<file path="src/rtl/note_sequencer.sv">
// Score-stepping controller: walks a {select, duration} score ROM and steers the music
// player's note mux, silencing the output for an articulation gap after every note.
module note_sequencer #(
    parameter int CLK_HZ    = 25000000,
    parameter int TICK_HZ   = 64,
    parameter int SEL_W     = 2,
    parameter int REST_SEL  = 3,
    parameter int ADDR_W    = 4,
    parameter int DUR_W     = 6,
    parameter int GAP_TICKS = 1
) (
    input  logic                    clk,
    input  logic                    rst_n,
    input  logic                    start,
    input  logic                    stop,
    input  logic                    loop,
    output logic [ADDR_W-1:0]       score_addr,
    input  logic [SEL_W+DUR_W-1:0]  score_data,
    output logic [SEL_W-1:0]        select,
    output logic                    playing,
    output logic                    done
);
    localparam int                DIV       = CLK_HZ / TICK_HZ;
    localparam int                CNT_W     = (DIV > 1) ? $clog2(DIV) : 1;
    localparam logic [CNT_W-1:0]  CNT_LAST  = CNT_W'(DIV - 1);
    localparam logic [SEL_W-1:0]  REST      = SEL_W'(REST_SEL);
    localparam logic [ADDR_W-1:0] ADDR_LAST = {ADDR_W{1'b1}};
    localparam logic [DUR_W-1:0]  GAP_LEN   = DUR_W'(GAP_TICKS);
    localparam logic [DUR_W-1:0]  DUR_ONE   = DUR_W'(1);

    typedef enum logic [2:0] {
        S_IDLE  = 3'd0,
        S_FETCH = 3'd1,
        S_LOAD  = 3'd2,
        S_PLAY  = 3'd3,
        S_GAP   = 3'd4,
        S_END   = 3'd5
    } state_t;

    state_t            r_state, w_state_nxt, w_adv_state;
    logic [ADDR_W-1:0] r_addr, w_addr_nxt, w_adv_addr;
    logic [SEL_W-1:0]  r_note, w_note_nxt;
    logic [SEL_W-1:0]  r_select, w_select_nxt;
    logic [DUR_W-1:0]  r_rem, w_rem_nxt;
    logic [CNT_W-1:0]  r_cnt, w_cnt_nxt;
    logic              r_playing, r_done, w_done_nxt;
    logic              w_tick, w_timed;
    logic [SEL_W-1:0]  w_rom_sel;
    logic [DUR_W-1:0]  w_rom_dur;

    assign w_rom_sel   = score_data[SEL_W+DUR_W-1:DUR_W];
    assign w_rom_dur   = score_data[DUR_W-1:0];
    assign w_tick      = (r_cnt == CNT_LAST);
    assign w_timed     = (r_state == S_PLAY) || (r_state == S_GAP);
    // The last address never increments; it always routes through end-of-score handling.
    assign w_adv_state = (r_addr == ADDR_LAST) ? S_END : S_FETCH;
    assign w_adv_addr  = (r_addr == ADDR_LAST) ? r_addr : r_addr + ADDR_W'(1);

    // Next-state, datapath and output decode; stop overrides everything else.
    always_comb begin
        w_state_nxt = r_state;
        w_addr_nxt  = r_addr;
        w_note_nxt  = r_note;
        w_rem_nxt   = r_rem;
        w_done_nxt  = 1'b0;
        if (stop) begin
            w_state_nxt = S_IDLE;
        end else begin
            case (r_state)
                S_IDLE: begin
                    if (start) begin
                        w_addr_nxt  = {ADDR_W{1'b0}};
                        w_state_nxt = S_FETCH;
                    end else begin
                        w_state_nxt = S_IDLE;
                    end
                end
                S_FETCH: w_state_nxt = S_LOAD;
                S_LOAD: begin
                    if (w_rom_dur == {DUR_W{1'b0}}) begin
                        w_state_nxt = S_END;
                    end else begin
                        w_note_nxt  = w_rom_sel;
                        w_rem_nxt   = w_rom_dur;
                        w_state_nxt = S_PLAY;
                    end
                end
                S_PLAY, S_GAP: begin
                    if (!w_tick) begin
                        w_rem_nxt = r_rem;
                    end else if (r_rem != DUR_ONE) begin
                        w_rem_nxt = r_rem - DUR_ONE;
                    end else if ((r_state == S_PLAY) && (GAP_TICKS > 0)) begin
                        w_rem_nxt   = GAP_LEN;
                        w_state_nxt = S_GAP;
                    end else begin
                        w_addr_nxt  = w_adv_addr;
                        w_state_nxt = w_adv_state;
                    end
                end
                S_END: begin
                    // Address 0 here means entry 0 was the end marker: never loop an empty score.
                    if (loop && (r_addr != {ADDR_W{1'b0}})) begin
                        w_addr_nxt  = {ADDR_W{1'b0}};
                        w_state_nxt = S_FETCH;
                    end else begin
                        w_done_nxt  = 1'b1;
                        w_state_nxt = S_IDLE;
                    end
                end
                default: w_state_nxt = S_IDLE;
            endcase
        end
        w_select_nxt = (!stop && (r_state == S_PLAY)) ? r_note : REST;
        w_cnt_nxt    = (w_timed && (w_state_nxt == r_state) && !w_tick) ?
                       r_cnt + CNT_W'(1) : {CNT_W{1'b0}};
    end

    // FSM state register.
    always_ff @(posedge clk or negedge rst_n) begin
        if (!rst_n) begin
            r_state <= S_IDLE;
        end else begin
            r_state <= w_state_nxt;
        end
    end

    // Datapath and registered outputs.
    always_ff @(posedge clk or negedge rst_n) begin
        if (!rst_n) begin
            r_addr    <= {ADDR_W{1'b0}};
            r_note    <= REST;
            r_rem     <= {DUR_W{1'b0}};
            r_cnt     <= {CNT_W{1'b0}};
            r_select  <= REST;
            r_playing <= 1'b0;
            r_done    <= 1'b0;
        end else begin
            r_addr    <= w_addr_nxt;
            r_note    <= w_note_nxt;
            r_rem     <= w_rem_nxt;
            r_cnt     <= w_cnt_nxt;
            r_select  <= w_select_nxt;
            r_playing <= (w_state_nxt != S_IDLE);
            r_done    <= w_done_nxt;
        end
    end

    assign score_addr = r_addr;
    assign select     = r_select;
    assign playing    = r_playing;
    assign done       = r_done;
endmodule

</file>
<file path="config.mk">
export PLATFORM = sky130hd
export DESIGN_NAME = note_sequencer
export DESIGN_NICKNAME = d
export VERILOG_FILES = /design/src/rtl/note_sequencer.sv
export SDC_FILE = /design/constraint.sdc
export NUM_CORES = 1
export LEC_CHECK = 0
export CAP_MARGIN = 20
export CORE_MARGIN = 2
export CORE_UTILIZATION = 61
export DETAILED_ROUTE_END_ITERATION = 6
export PLACE_DENSITY = 0.84
export SYNTH_ARGS = -nofsm -noshare
export SYNTH_HDL_FRONTEND = slang
export SYNTH_SLANG_ARGS = --single-unit
export TNS_END_PERCENT = 10
</file>
<file path="constraint.sdc">
create_clock -name clk -period 5.93 [get_ports clk]
set_input_delay 0.8895 -clock clk [delete_from_list [all_inputs] [get_ports clk]]
set_output_delay 0.8895 -clock clk [all_outputs]
set_load 0.02 [all_outputs]
</file>
==> load_flow_metrics.sql <==
INSERT INTO impl_metrics (metric_group, metric, value, unit) VALUES
('power_and_ir_drop', 'power.static_leakage', '0.953', 'nW'),
('die', 'initial_core_util', '62.7', '%'),
('run_status', 'run_status', 'completed', ''),
('timing', 'timing_max_transition_violations_final', '0', ''),
('synth', 'mappedNetlistNets', '257', ''),
('timing', 'rsz0062_at_grt', 'no', ''),
('detailed_routing', 'post-route-drc-count', '0', ''),
('detailed_routing', 'wl_per_cell', '14.6', 'um'),
('clock_network', 'post_cts_resize_count', '0', ''),
('synth', 'netlist_area_before_placement', '2280', 'um^2'),
('critical_path', 'critical_path_peak_fanout', '19', ''),
('die', 'fp.dieH', '65.1', 'um'),
('detailed_routing', 'drt_first_iter_violations', '204', ''),
('critical_path', 'end_kind', 'flip-flop', ''),
('detailed_routing', 'num_vias', '1829', ''),
('timing', 'fin_setup_tns', '0', 'ns'),
('synth', 'synth_compound_gate_area_share', '12.6', '%'),
('synth', 'synth_xor_area_share', '6.54', '%'),
('cells_and_area', 'commonest_cells_after_routing_fill_and_taps_aside', '34 x sky130_fd_sc_hd__dfrtp_1, 30 x sky130_fd_sc_hd__nor3_1, 19 x sky130_fd_sc_hd__clkdlybuf4s50_1', ''),
('cells_and_area', 'nNetsFinal', '275', ''),
('critical_path', 'path_class', 'in -> reg', ''),
('die', 'die_area', '4240', 'um^2'),
('timing', 'worst-slew-pin-transition', '0.825', 'ns'),
('synth', 'synthesis.yosys.warnings', '0', ''),
('global_route', 'grt.overflow.total', '0', ''),
('synth', 'ys_async_sr_fraction', '100', '%'),
('synth', 'synth_cells', '238', ''),
('critical_path', 'worstSetupStartpointType', 'input port', ''),
('clock_network', 'clk-insertion-delay-late', '0.29', 'ns'),
('die', 'floorplan.io_pins', '21', ''),
('synth', 'synth_top_family_by_area', 'simple AND/OR/NAND/NOR gates', ''),
('clock_network', 'htreeDepth', '2', ''),
('cells_and_area', 'area_growth_syn_to_layout', '11.9', '%'),
('place', 'dp.final_hpwl', '3.19', 'mm'),
('detailed_routing', 'vias_per_cell', '6.00', ''),
('worst_hold_path', 'hold_class', 'reg -> reg', ''),
('synth', 'synth-seq-cells', '38', ''),
('timing', 'skew', '0.00816', 'ns'),
('global_route', 'grt_max_degree', '39', ''),
('clock_network', 'cts-buffers-inserted', '5', ''),
('critical_path', 'worstPathCellList', 'clkdlybuf4s50_1 > or4_1 > nor4_1 > o31ai_1 > a211oi_4 > nor3_1', ''),
('synth', 'syn-mean-instance-area', '9.57', 'um^2'),
('critical_path', 'slowest_delay', '0.73', 'ns'),
('clock_network', 'clk_pin_slew', '0.07', 'ns'),
('timing', 'finalHoldWorstSlack', '0.550', 'ns'),
('synth', 'seq_area_frac_synth', '42.0', '%'),
('synth', 'post_synth_num_cell_types', '55', ''),
('die', 'core_area', '3630', 'um^2'),
('die', 'chipWidth', '65.1', 'um'),
('timing', 'setup_violations', '0', ''),
('place', 'numPortBuffers', '20', ''),
('clock_network', 'cts-root-buf', 'sky130_fd_sc_hd__clkbuf_8', ''),
('detailed_routing', 'final_antenna_net_count', '0', ''),
('global_route', 'gr-usage-all-layers', '23.5', '%'),
('global_route', 'antenna_violations_before_repair', '0', ''),
('synth', 'synth_mux_area_share', '1.92', '%'),
('clock_network', 'post-cts-setup-buffer-count', '0', ''),
('cells_and_area', 'insertedDiodeCount', '0', ''),
('timing', 'final_min_period_over_clock_period', '52.6', '%'),
('global_route', 'number_of_global_route_vias_before_repair', '1700', ''),
('detailed_routing', 'drtPass1Iterations', '4', ''),
('timing', 'final_critical_path_required_period', '3.12', 'ns'),
('die', 'number_of_rows_in_the_core_area', '22', ''),
('global_route', 'grt_first_pass_wirelength', '7.58', 'mm'),
('synth', 'synth-simple-area-share', '28.5', '%'),
('timing', 'timing.final.hold_violations', '0', ''),
('cells_and_area', 'layout_commonest_cell', 'sky130_fd_sc_hd__dfrtp_1', ''),
('clock_network', 'sink_count', '38', ''),
('critical_path', 'critical_path_required', '6.07', 'ns'),
('power_and_ir_drop', 'power.density', '222', 'nW/um^2'),
('place', 'gp_congestion', '0.852', '');
[state kept, by name, summed over array words and instances (netlist names)]
name	count
r_note	2
score_addr	4
playing	1
r_state	3
r_cnt	19
done	1
r_rem	6
select	2
[cells in the mapped netlist, types with 2 or more instances]
| cell | number | area [um^2] |
|---|---|---|
| sky130_fd_sc_hd__dfrtp_1 | 34 | 851 |
| sky130_fd_sc_hd__nor3_1 | 30 | 150 |
| sky130_fd_sc_hd__nand3_1 | 15 | 75.1 |
| sky130_fd_sc_hd__nor2_1 | 14 | 52.6 |
| sky130_fd_sc_hd__inv_1 | 13 | 48.8 |
| sky130_fd_sc_hd__xnor2_1 | 13 | 114 |
| sky130_fd_sc_hd__nand2_1 | 12 | 45.0 |
| sky130_fd_sc_hd__o21ai_0 | 9 | 45.0 |
| sky130_fd_sc_hd__o31ai_1 | 7 | 52.6 |
| sky130_fd_sc_hd__ha_1 | 6 | 75.1 |
| sky130_fd_sc_hd__nor4_1 | 5 | 31.3 |
| sky130_fd_sc_hd__a32oi_1 | 4 | 35.0 |
| sky130_fd_sc_hd__and2_1 | 4 | 25.0 |
| sky130_fd_sc_hd__dfstp_2 | 4 | 105 |
| sky130_fd_sc_hd__nand4_1 | 4 | 25.0 |
| sky130_fd_sc_hd__or2_2 | 4 | 25.0 |
| sky130_fd_sc_hd__xor2_1 | 4 | 35.0 |
| sky130_fd_sc_hd__a21boi_0 | 3 | 22.5 |
| sky130_fd_sc_hd__a21oi_1 | 3 | 15.0 |
| sky130_fd_sc_hd__buf_2 | 3 | 15.0 |
| sky130_fd_sc_hd__clkbuf_1 | 3 | 11.3 |
| sky130_fd_sc_hd__clkbuf_8 | 3 | 41.3 |
| sky130_fd_sc_hd__mux2_2 | 3 | 33.8 |
| sky130_fd_sc_hd__nor3b_1 | 3 | 22.5 |
| sky130_fd_sc_hd__and3_2 | 2 | 15.0 |
| sky130_fd_sc_hd__and4_1 | 2 | 17.5 |
| sky130_fd_sc_hd__nand3b_1 | 2 | 15.0 |
| sky130_fd_sc_hd__nand4b_1 | 2 | 17.5 |
[stage by stage]
stage / instances / setup WS (ns) / power (mW) / instance area, um^2 / utilization [%]
finish: 305 / 2.81 / 0.566 / 2550 / 70.1
CTS: 305 / 2.85 / 0.569 / 2550 / 70.1
global route: 305 / 2.70 / 0.599 / 2550 / 70.1
detailed placement: 297 / 2.52 / 0.400 / 2460 / 67.8
global placement: 297 / 2.57 / 0.397 / 2460 / 67.8
floorplan: 238 / 3.29 / 0.369 / 2280 / -
[logic make-up (layout without fill, tap and decap cells)]
group / after synthesis / after routing
AND/OR/NAND/NOR: 112 / 112
AO/OA/AOI/OAI: 39 / 39
flip-flops: 38 / 38
buffers and inverters: 22 / 41
XOR/XNOR: 17 / 17
adder cells (fa/ha/maj): 6 / 6
multiplexers: 4 / 4
[critical path: cells and delay by family]
family	cells	cell delay, ns
AOI/OAI and AO/OA	2	0.91
buffers and inverters	1	0.42
and+or+nand+nor	3	1.03
[power by group]
group	internal [mW]	switching, mW	leakage [nW]
Sequential	0.284	0.0201	0.503
Combinational	0.0403	0.0515	0.405
Clock	0.0814	0.0881	0.0450
[metal layers]
metal / wire length, um / GRT usage (%)
met3: 182 / 5.65
met4: 66 / 8.85
met1: 2070 / 30.0
met5: 0 / 0
met2: 2140 / 38.9
[final timing paths]
| check | from | endpoint | slack, ns | cells past startpoint |
|---|---|---|---|---|
| max | score_data[4] | r_cnt[7] | 2.81 | 6 |
| min | r_rem[1] | r_rem[1] | 0.55 | 1 |
| max reg2reg | r_state[1] | r_cnt[7] | 3.39 | 5 |
| min reg2reg | r_rem[1] | r_rem[1] | 0.55 | 1 |
| max in group asynchronous | rst_n | r_cnt[9] | 4.72 | 1 |
| min in group asynchronous | rst_n | r_rem[5] | 0.69 | 1 |
[layout make-up]
type | count | area [um^2]
Multi-Input combinational cell | 178 | 1200
Fill cell | 298 | 1090
Sequential cell | 38 | 956
Timing Repair Buffer | 20 | 195
Clock buffer | 6 | 72.6
Tap cell | 48 | 60.1
Inverter | 13 | 48.8
Clock inverter | 2 | 10.0
Power figures use the tool's default switching activity.
